File: config.mk
export PLATFORM = sky130hd
export DESIGN_NAME = alu_res_station
export DESIGN_NICKNAME = d
export VERILOG_FILES = /design/src/rtl/alu_res_station.sv
export SDC_FILE = /design/constraint.sdc
export NUM_CORES = 2
export LEC_CHECK = 0
export CORE_ASPECT_RATIO = 0.75
export CORE_UTILIZATION = 40
export DETAILED_ROUTE_END_ITERATION = 6
export PLACE_DENSITY = 0.7
export SLEW_MARGIN = 40
export SYNTH_ARGS = -nofsm -noshare
export SYNTH_HDL_FRONTEND = slang
export SYNTH_SLANG_ARGS = --single-unit
File: constraint.sdc
create_clock -name clk -period 3 [get_ports clk]
set_clock_uncertainty 0.15 [all_clocks]
set_input_delay 0.3 -clock clk [delete_from_list [all_inputs] [get_ports clk]]
set_output_delay 0.3 -clock clk [all_outputs]
set_load 0.01 [all_outputs]
File: src/rtl/alu_res_station.sv
// ALU reservation station: holds dispatched ALU ops, wakes sources from the CDB
// and issues the oldest ready entry to the ALU. Ports: dispatch, CDB, issue, occupancy.
package alu_rs_pkg;

  typedef enum logic [1:0] {
    OP_B_REG,
    OP_B_IMM,
    OP_B_LUI,
    OP_B_AUIPC
  } op_b_e;

  typedef struct packed {
    logic [31:0] i_pc;
    logic [31:0] imm_data;
    logic [31:0] rs1_data;
    logic [31:0] rs2_data;
    logic [3:0]  alu_op;
    logic [2:0]  cmp_op;
    op_b_e       op_b_sel;
    logic        i_uses_rs1;
    logic        i_uses_rs2;
    logic [4:0]  rd;
  } instr_pkt;

endpackage

module alu_res_station
  import alu_rs_pkg::*;
#(
  parameter int DEPTH  = 4,
  parameter int PTAG_W = 6
) (
  input  logic                       clk,
  input  logic                       rst_n,
  input  logic                       flush,
  input  logic                       disp_valid,
  output logic                       disp_ready,
  input  instr_pkt                   disp_pkt,
  input  logic [PTAG_W-1:0]          disp_rs1_ptag,
  input  logic                       disp_rs1_rdy,
  input  logic [PTAG_W-1:0]          disp_rs2_ptag,
  input  logic                       disp_rs2_rdy,
  input  logic                       cdb_valid,
  input  logic [PTAG_W-1:0]          cdb_ptag,
  input  logic [31:0]                cdb_data,
  output logic                       issue_valid,
  input  logic                       issue_ready,
  output instr_pkt                   issue_pkt,
  output logic [$clog2(DEPTH):0]     occupancy
);

  localparam int IDX_W = $clog2(DEPTH);
  localparam int OCC_W = IDX_W + 1;

  logic [DEPTH-1:0]  valid_q, valid_d;
  logic [DEPTH-1:0]  rs1_rdy_q, rs1_rdy_d;
  logic [DEPTH-1:0]  rs2_rdy_q, rs2_rdy_d;
  logic [PTAG_W-1:0] rs1_tag_q [DEPTH];
  logic [PTAG_W-1:0] rs1_tag_d [DEPTH];
  logic [PTAG_W-1:0] rs2_tag_q [DEPTH];
  logic [PTAG_W-1:0] rs2_tag_d [DEPTH];
  instr_pkt          pkt_q [DEPTH];
  instr_pkt          pkt_d [DEPTH];
  // age_q[i][j] set: entry i is older than entry j
  logic [DEPTH-1:0]  age_q [DEPTH];
  logic [DEPTH-1:0]  age_d [DEPTH];

  logic [DEPTH-1:0]  entry_rdy;
  logic [DEPTH-1:0]  older_col;
  logic [IDX_W-1:0]  sel_idx;
  logic              any_rdy;
  logic [IDX_W-1:0]  free_idx;
  logic              disp_fire;
  logic              issue_fire;
  logic              cdb_hit;
  logic [OCC_W-1:0]  occ_cnt;

  assign entry_rdy  = valid_q & rs1_rdy_q & rs2_rdy_q;
  assign any_rdy    = |entry_rdy;
  assign disp_ready = ~&valid_q;
  assign issue_valid = any_rdy && !flush;
  assign issue_fire = issue_valid && issue_ready;
  assign disp_fire  = disp_valid && disp_ready && !flush;
  // tag 0 is the hardwired x0 mapping and never carries a result
  assign cdb_hit    = cdb_valid && (cdb_ptag != '0) && !flush;
  assign occupancy  = occ_cnt;

  // oldest-ready select: ready entry with no ready entry older than it
  always_comb begin
    sel_idx   = '0;
    older_col = '0;
    for (int e = 0; e < DEPTH; e++) begin
      for (int j = 0; j < DEPTH; j++) begin
        older_col[j] = age_q[j][e];
      end
      if (entry_rdy[e] && ((entry_rdy & older_col) == '0)) begin
        sel_idx = IDX_W'(e);
      end
    end
  end

  always_comb begin
    issue_pkt = '0;
    if (issue_valid) begin
      issue_pkt = pkt_q[sel_idx];
    end
  end

  always_comb begin
    free_idx = '0;
    for (int i = DEPTH - 1; i >= 0; i--) begin
      if (!valid_q[i]) begin
        free_idx = IDX_W'(i);
      end
    end
  end

  always_comb begin
    occ_cnt = '0;
    for (int i = 0; i < DEPTH; i++) begin
      occ_cnt = occ_cnt + OCC_W'(valid_q[i]);
    end
  end

  always_comb begin
    valid_d   = valid_q;
    rs1_rdy_d = rs1_rdy_q;
    rs2_rdy_d = rs2_rdy_q;
    rs1_tag_d = rs1_tag_q;
    rs2_tag_d = rs2_tag_q;
    pkt_d     = pkt_q;
    age_d     = age_q;

    for (int e = 0; e < DEPTH; e++) begin
      if (cdb_hit && valid_q[e]) begin
        if (!rs1_rdy_q[e] && (rs1_tag_q[e] == cdb_ptag)) begin
          rs1_rdy_d[e]      = 1'b1;
          pkt_d[e].rs1_data = cdb_data;
        end
        if (!rs2_rdy_q[e] && (rs2_tag_q[e] == cdb_ptag)) begin
          rs2_rdy_d[e]      = 1'b1;
          pkt_d[e].rs2_data = cdb_data;
        end
      end
    end

    if (issue_fire) begin
      valid_d[sel_idx] = 1'b0;
    end

    if (disp_fire) begin
      valid_d[free_idx]   = 1'b1;
      pkt_d[free_idx]     = disp_pkt;
      rs1_tag_d[free_idx] = disp_rs1_ptag;
      rs2_tag_d[free_idx] = disp_rs2_ptag;
      rs1_rdy_d[free_idx] = 1'b0;
      rs2_rdy_d[free_idx] = 1'b0;
      if (!disp_pkt.i_uses_rs1 || disp_rs1_rdy) begin
        rs1_rdy_d[free_idx] = 1'b1;
      end else if (cdb_hit && (disp_rs1_ptag == cdb_ptag)) begin
        rs1_rdy_d[free_idx]      = 1'b1;
        pkt_d[free_idx].rs1_data = cdb_data;
      end
      if (!disp_pkt.i_uses_rs2 || disp_rs2_rdy) begin
        rs2_rdy_d[free_idx] = 1'b1;
      end else if (cdb_hit && (disp_rs2_ptag == cdb_ptag)) begin
        rs2_rdy_d[free_idx]      = 1'b1;
        pkt_d[free_idx].rs2_data = cdb_data;
      end
      age_d[free_idx] = '0;
      for (int j = 0; j < DEPTH; j++) begin
        if (IDX_W'(j) != free_idx) begin
          age_d[j][free_idx] = valid_q[j];
        end
      end
    end

    if (flush) begin
      valid_d = '0;
    end
  end

  always_ff @(posedge clk or negedge rst_n) begin
    if (!rst_n) begin
      valid_q   <= '0;
      rs1_rdy_q <= '0;
      rs2_rdy_q <= '0;
      for (int i = 0; i < DEPTH; i++) begin
        rs1_tag_q[i] <= '0;
        rs2_tag_q[i] <= '0;
        pkt_q[i]     <= '0;
        age_q[i]     <= '0;
      end
    end else begin
      valid_q   <= valid_d;
      rs1_rdy_q <= rs1_rdy_d;
      rs2_rdy_q <= rs2_rdy_d;
      for (int i = 0; i < DEPTH; i++) begin
        rs1_tag_q[i] <= rs1_tag_d[i];
        rs2_tag_q[i] <= rs2_tag_d[i];
        pkt_q[i]     <= pkt_d[i];
        age_q[i]     <= age_d[i];
      end
    end
  end

endmodule
==> impl_metrics.toml <==
[power]
power_mw = 26.5
power_leakage_nw = 20.7
powerDensity_nw_per_um2 = 590
vdd_drop_max_uv = 366

[detailed_routing]
drc = 0
drt-initial-drc-count = 4221
detail-route-antenna-nets = 0
vias = 31000
drt-met1-wl_um = 54400
wl_met2_um = 56600
via_per_inst = 6.12
routedWlPerCell_um = 26.2
highest_layer = "met5"
wl_met3_um = 17600
firstDrtPassIters = 6
finalWirelength_um = 133000

[placed_design]
dp.cells = 4740
pre_cts_ws_ns = -0.155
port_buffers = 350
routabilityCongestion = 0.906
dp_hpwl_um = 73400

[layout]
multi_input_area_sq_um = 16100
area_growth_pct = 43.3
drive_gt1_frac = 0.292
seq_area_sq_um = 16200
final_cells = 5066
nets = 4167
fin_util = 0.582
fillers = 6284

[clock_network]
root_buffer = "clkbuf_16"
cts_buffer_depth = 3
cts_made_buffers = 71
cts.clk_slew.worst_paths_ns = 0.06
ctsHtreeMaxLevel = 3
cts_tree = "yes"
cts.sinks = 648
clk-insertion-delay-late_ns = 0.62

[worst_setup_path]
slowest_stage = "dfrtp_1"
reg2reg_from = "valid_q[1]$_DFF_PN0_"
critPathTopFamily = "buffers and inverters"
path_cells = "and4b_1, o2111ai_4, buf_12, nand2b_4, buf_4, buf_8, buf_16, buf_8, a211oi_4, nor3_2, buf_6"
r2r_end = "pkt_q[504]$_DFF_PN0_"
start_kind = "flop"
rrSetupSlack_ns = 0.04
path_max_fanout = 6
cp_data_required_time_ns = 2.55
worstSetupPathType = "reg -> out"
endpoint_kind = "output port"
critPathMaxStageDelay_ns = 0.42
cp-endpoint = "issue_pkt[42]"
reg2reg_depth = 10
cp.arrival_ns = 2.76
critPathBufInv = 6
cp_num_cells = 11
crit_top_cell = "buf_8"
crit_path_start = "rs2_rdy_q[3]$_DFF_PN0_"

[floorplan]
start_util = 0.406
ios = 351
die_x_um = 325
die_height_um = 245
core-area_sq_um = 77300
fp-row-count = 88
fp.dieArea_sq_um = 79600

[sta]
final-hold-violation-count = 0
worst_pin_slew_ns = 0.764
min_period_ns = 3.21
max_freq_ghz = 0.311
rsz0062_at_grt = "yes"
layout_setup_ws_ns = -0.213
relSlewSlack = 0.486
fin_crit_sh = 1.07
slew_violations = 0
setup_violations = 141

[outcome]
status = "finished, violations left"
violations = "negative setup slack"

[logic_synthesis]
syn_area_sq_um = 31400
synth_cell_types = 69
syn_avg_cell_area_sq_um = 9.23
ys_async_sr_fraction = 1.00
synthCells = 3400
synth-seq-cells = 648
yosys_warnings = 0
syn_nets = 3606
ys.flop_type = "dfrtp_1"
synth_edf_count = 0
ys_seq_area_frac = 0.517

[global_routing]
grt_pass1_wl_um = 194000
grt_max_degree = 94
grt_overflow = 0
grt_use_total = 0.322
grt_pass1_vias = 30000
antenna_found_initial = 12

[min_path]
hold_path_class = "in -> async"

[flow_run]
cap_violations = 0
## cell families (layout without fill, tap and decap cells)
logic type | count (synthesis) | after routing | synth area share
XOR/XNOR | 60 | 60 | 0.0167
other | 0 | 12 | 0
flip-flops | 648 | 648 | 0.517
AO/OA/AOI/OAI | 822 | 822 | 0.184
buffers and inverters | 355 | 974 | 0.0474
multiplexers | 90 | 90 | 0.0319
adder cells (fa/ha/maj) | 4 | 4 | 0.00183
AND/OR/NAND/NOR | 1421 | 1421 | 0.202
## Yosys cell counts, types with 4 or more instances
library cell	count	share of area
or4_1	4	0.00096
nor3_1	253	0.040
buf_1	23	0.0028
a21oi_1	158	0.025
buf_2	88	0.014
nor2b_1	4	0.00080
o32a_1	56	0.018
xnor2_1	58	0.016
nor4_2	4	0.0016
o31ai_1	9	0.0022
mux2_2	81	0.029
nor2_1	48	0.0057
o32ai_1	30	0.0084
nand2_1	905	0.11
a21oi_2	12	0.0033
mux2i_1	9	0.0029
nand4_1	17	0.0034
dfrtp_1	648	0.52
and2_1	148	0.030
o21a_1	89	0.021
o21ai_0	10	0.0016
nand3_1	8	0.0013
o31ai_2	4	0.0016
a21boi_0	8	0.0019
buf_4	6	0.0014
clkbuf_1	161	0.019
a22oi_1	32	0.0077
a211oi_1	144	0.034
inv_1	74	0.0089
o22ai_1	247	0.049
## routing by layer
| layer | vias to the layer above | track usage |
|---|---|---|
| li1 | 13100 | - |
| met1 | 15500 | 0.451 |
| met2 | 2115 | 0.450 |
| met3 | 329 | 0.123 |
| met4 | 2 | 0.109 |
| met5 | - | 0 |
## cell usage in the layout (no fill, tap or decap), types with 89 or more instances in the layout
| cell | instances |
|---|---|
| dfrtp_1 | 643 |
| buf_12 | 102 |
| buf_4 | 204 |
| clkdlybuf4s50_1 | 200 |
| buf_2 | 111 |
| a211oi_2 | 102 |
| o21a_1 | 89 |
| o22ai_1 | 192 |
| nand2_1 | 903 |
| a21oi_1 | 158 |
| nor3_1 | 160 |
| and2_1 | 98 |
## cell type report
type / instances / share of cell area
clock buffers: 105 / 0.0483
inverters: 74 / 0.00618
clock inverters: 26 / 0.00529
diodes: 12 / 0.000668
well taps: 1035 / 0.0288
flip-flops and latches: 648 / 0.361
repair buffers: 769 / 0.193
multi-input cells: 2397 / 0.357
## how the worst min path moves through the flow
| stage | startpoint | end | slack, ns |
|---|---|---|---|
| final | rst_n | pkt_q[221]$_DFF_PN0_ | 0.11 |
| after global routing | disp_pkt[123] | pkt_q[411]$_DFFE_PN0P_ | 0.12 |
| after CTS | rst_n | pkt_q[67]$_DFF_PN0_ | 0.11 |
| after detailed placement | rst_n | pkt_q[359]$_DFF_PN0_ | 0.17 |
| after global placement | rst_n | pkt_q[503]$_DFF_PN0_ | 0.17 |
| after floorplan | rst_n | asynchronous set/reset pin | -0.15 |
## repair_timing
action | in CTS | in global routing
setup endpoints to repair | 149 | 146
endpoints found under the hold margin | 148 | 0
resized for setup | 1015 | 228
hold buffers | 1 | 0
pin swaps | 166 | 131
setup buffers | 107 | 62
cloned | 41 | 6
## state kept, by name (all words and copies together) (netlist names), named ones only
register and flops:
valid_q 4, age_q 9, rs1_tag_q 24, rs1_rdy_q 4
rs2_tag_q 24, rs2_rdy_q 4, pkt_q 576
## where the power goes
| group | internal, mW | switching, mW |
|---|---|---|
| combinational | 2.69 | 2.81 |
| clock | 5.30 | 3.81 |
| sequential | 10.6 | 1.30 |
## metrics by stage
| step | area [sq um] | hold WS (ns) | TNS (ns) |
|---|---|---|---|
| after floorplan | 31400 | -0.146 | 0 |
| after global placement | 37900 | 0.170 | -0.199 |
| after detailed placement | 37900 | 0.169 | -0.891 |
| after CTS | 43600 | 0.105 | -13.25 |
| after global routing | 45000 | 0.121 | -21.07 |
| final | 45000 | 0.106 | -12.18 |
(Power assumes the default switching activity.)
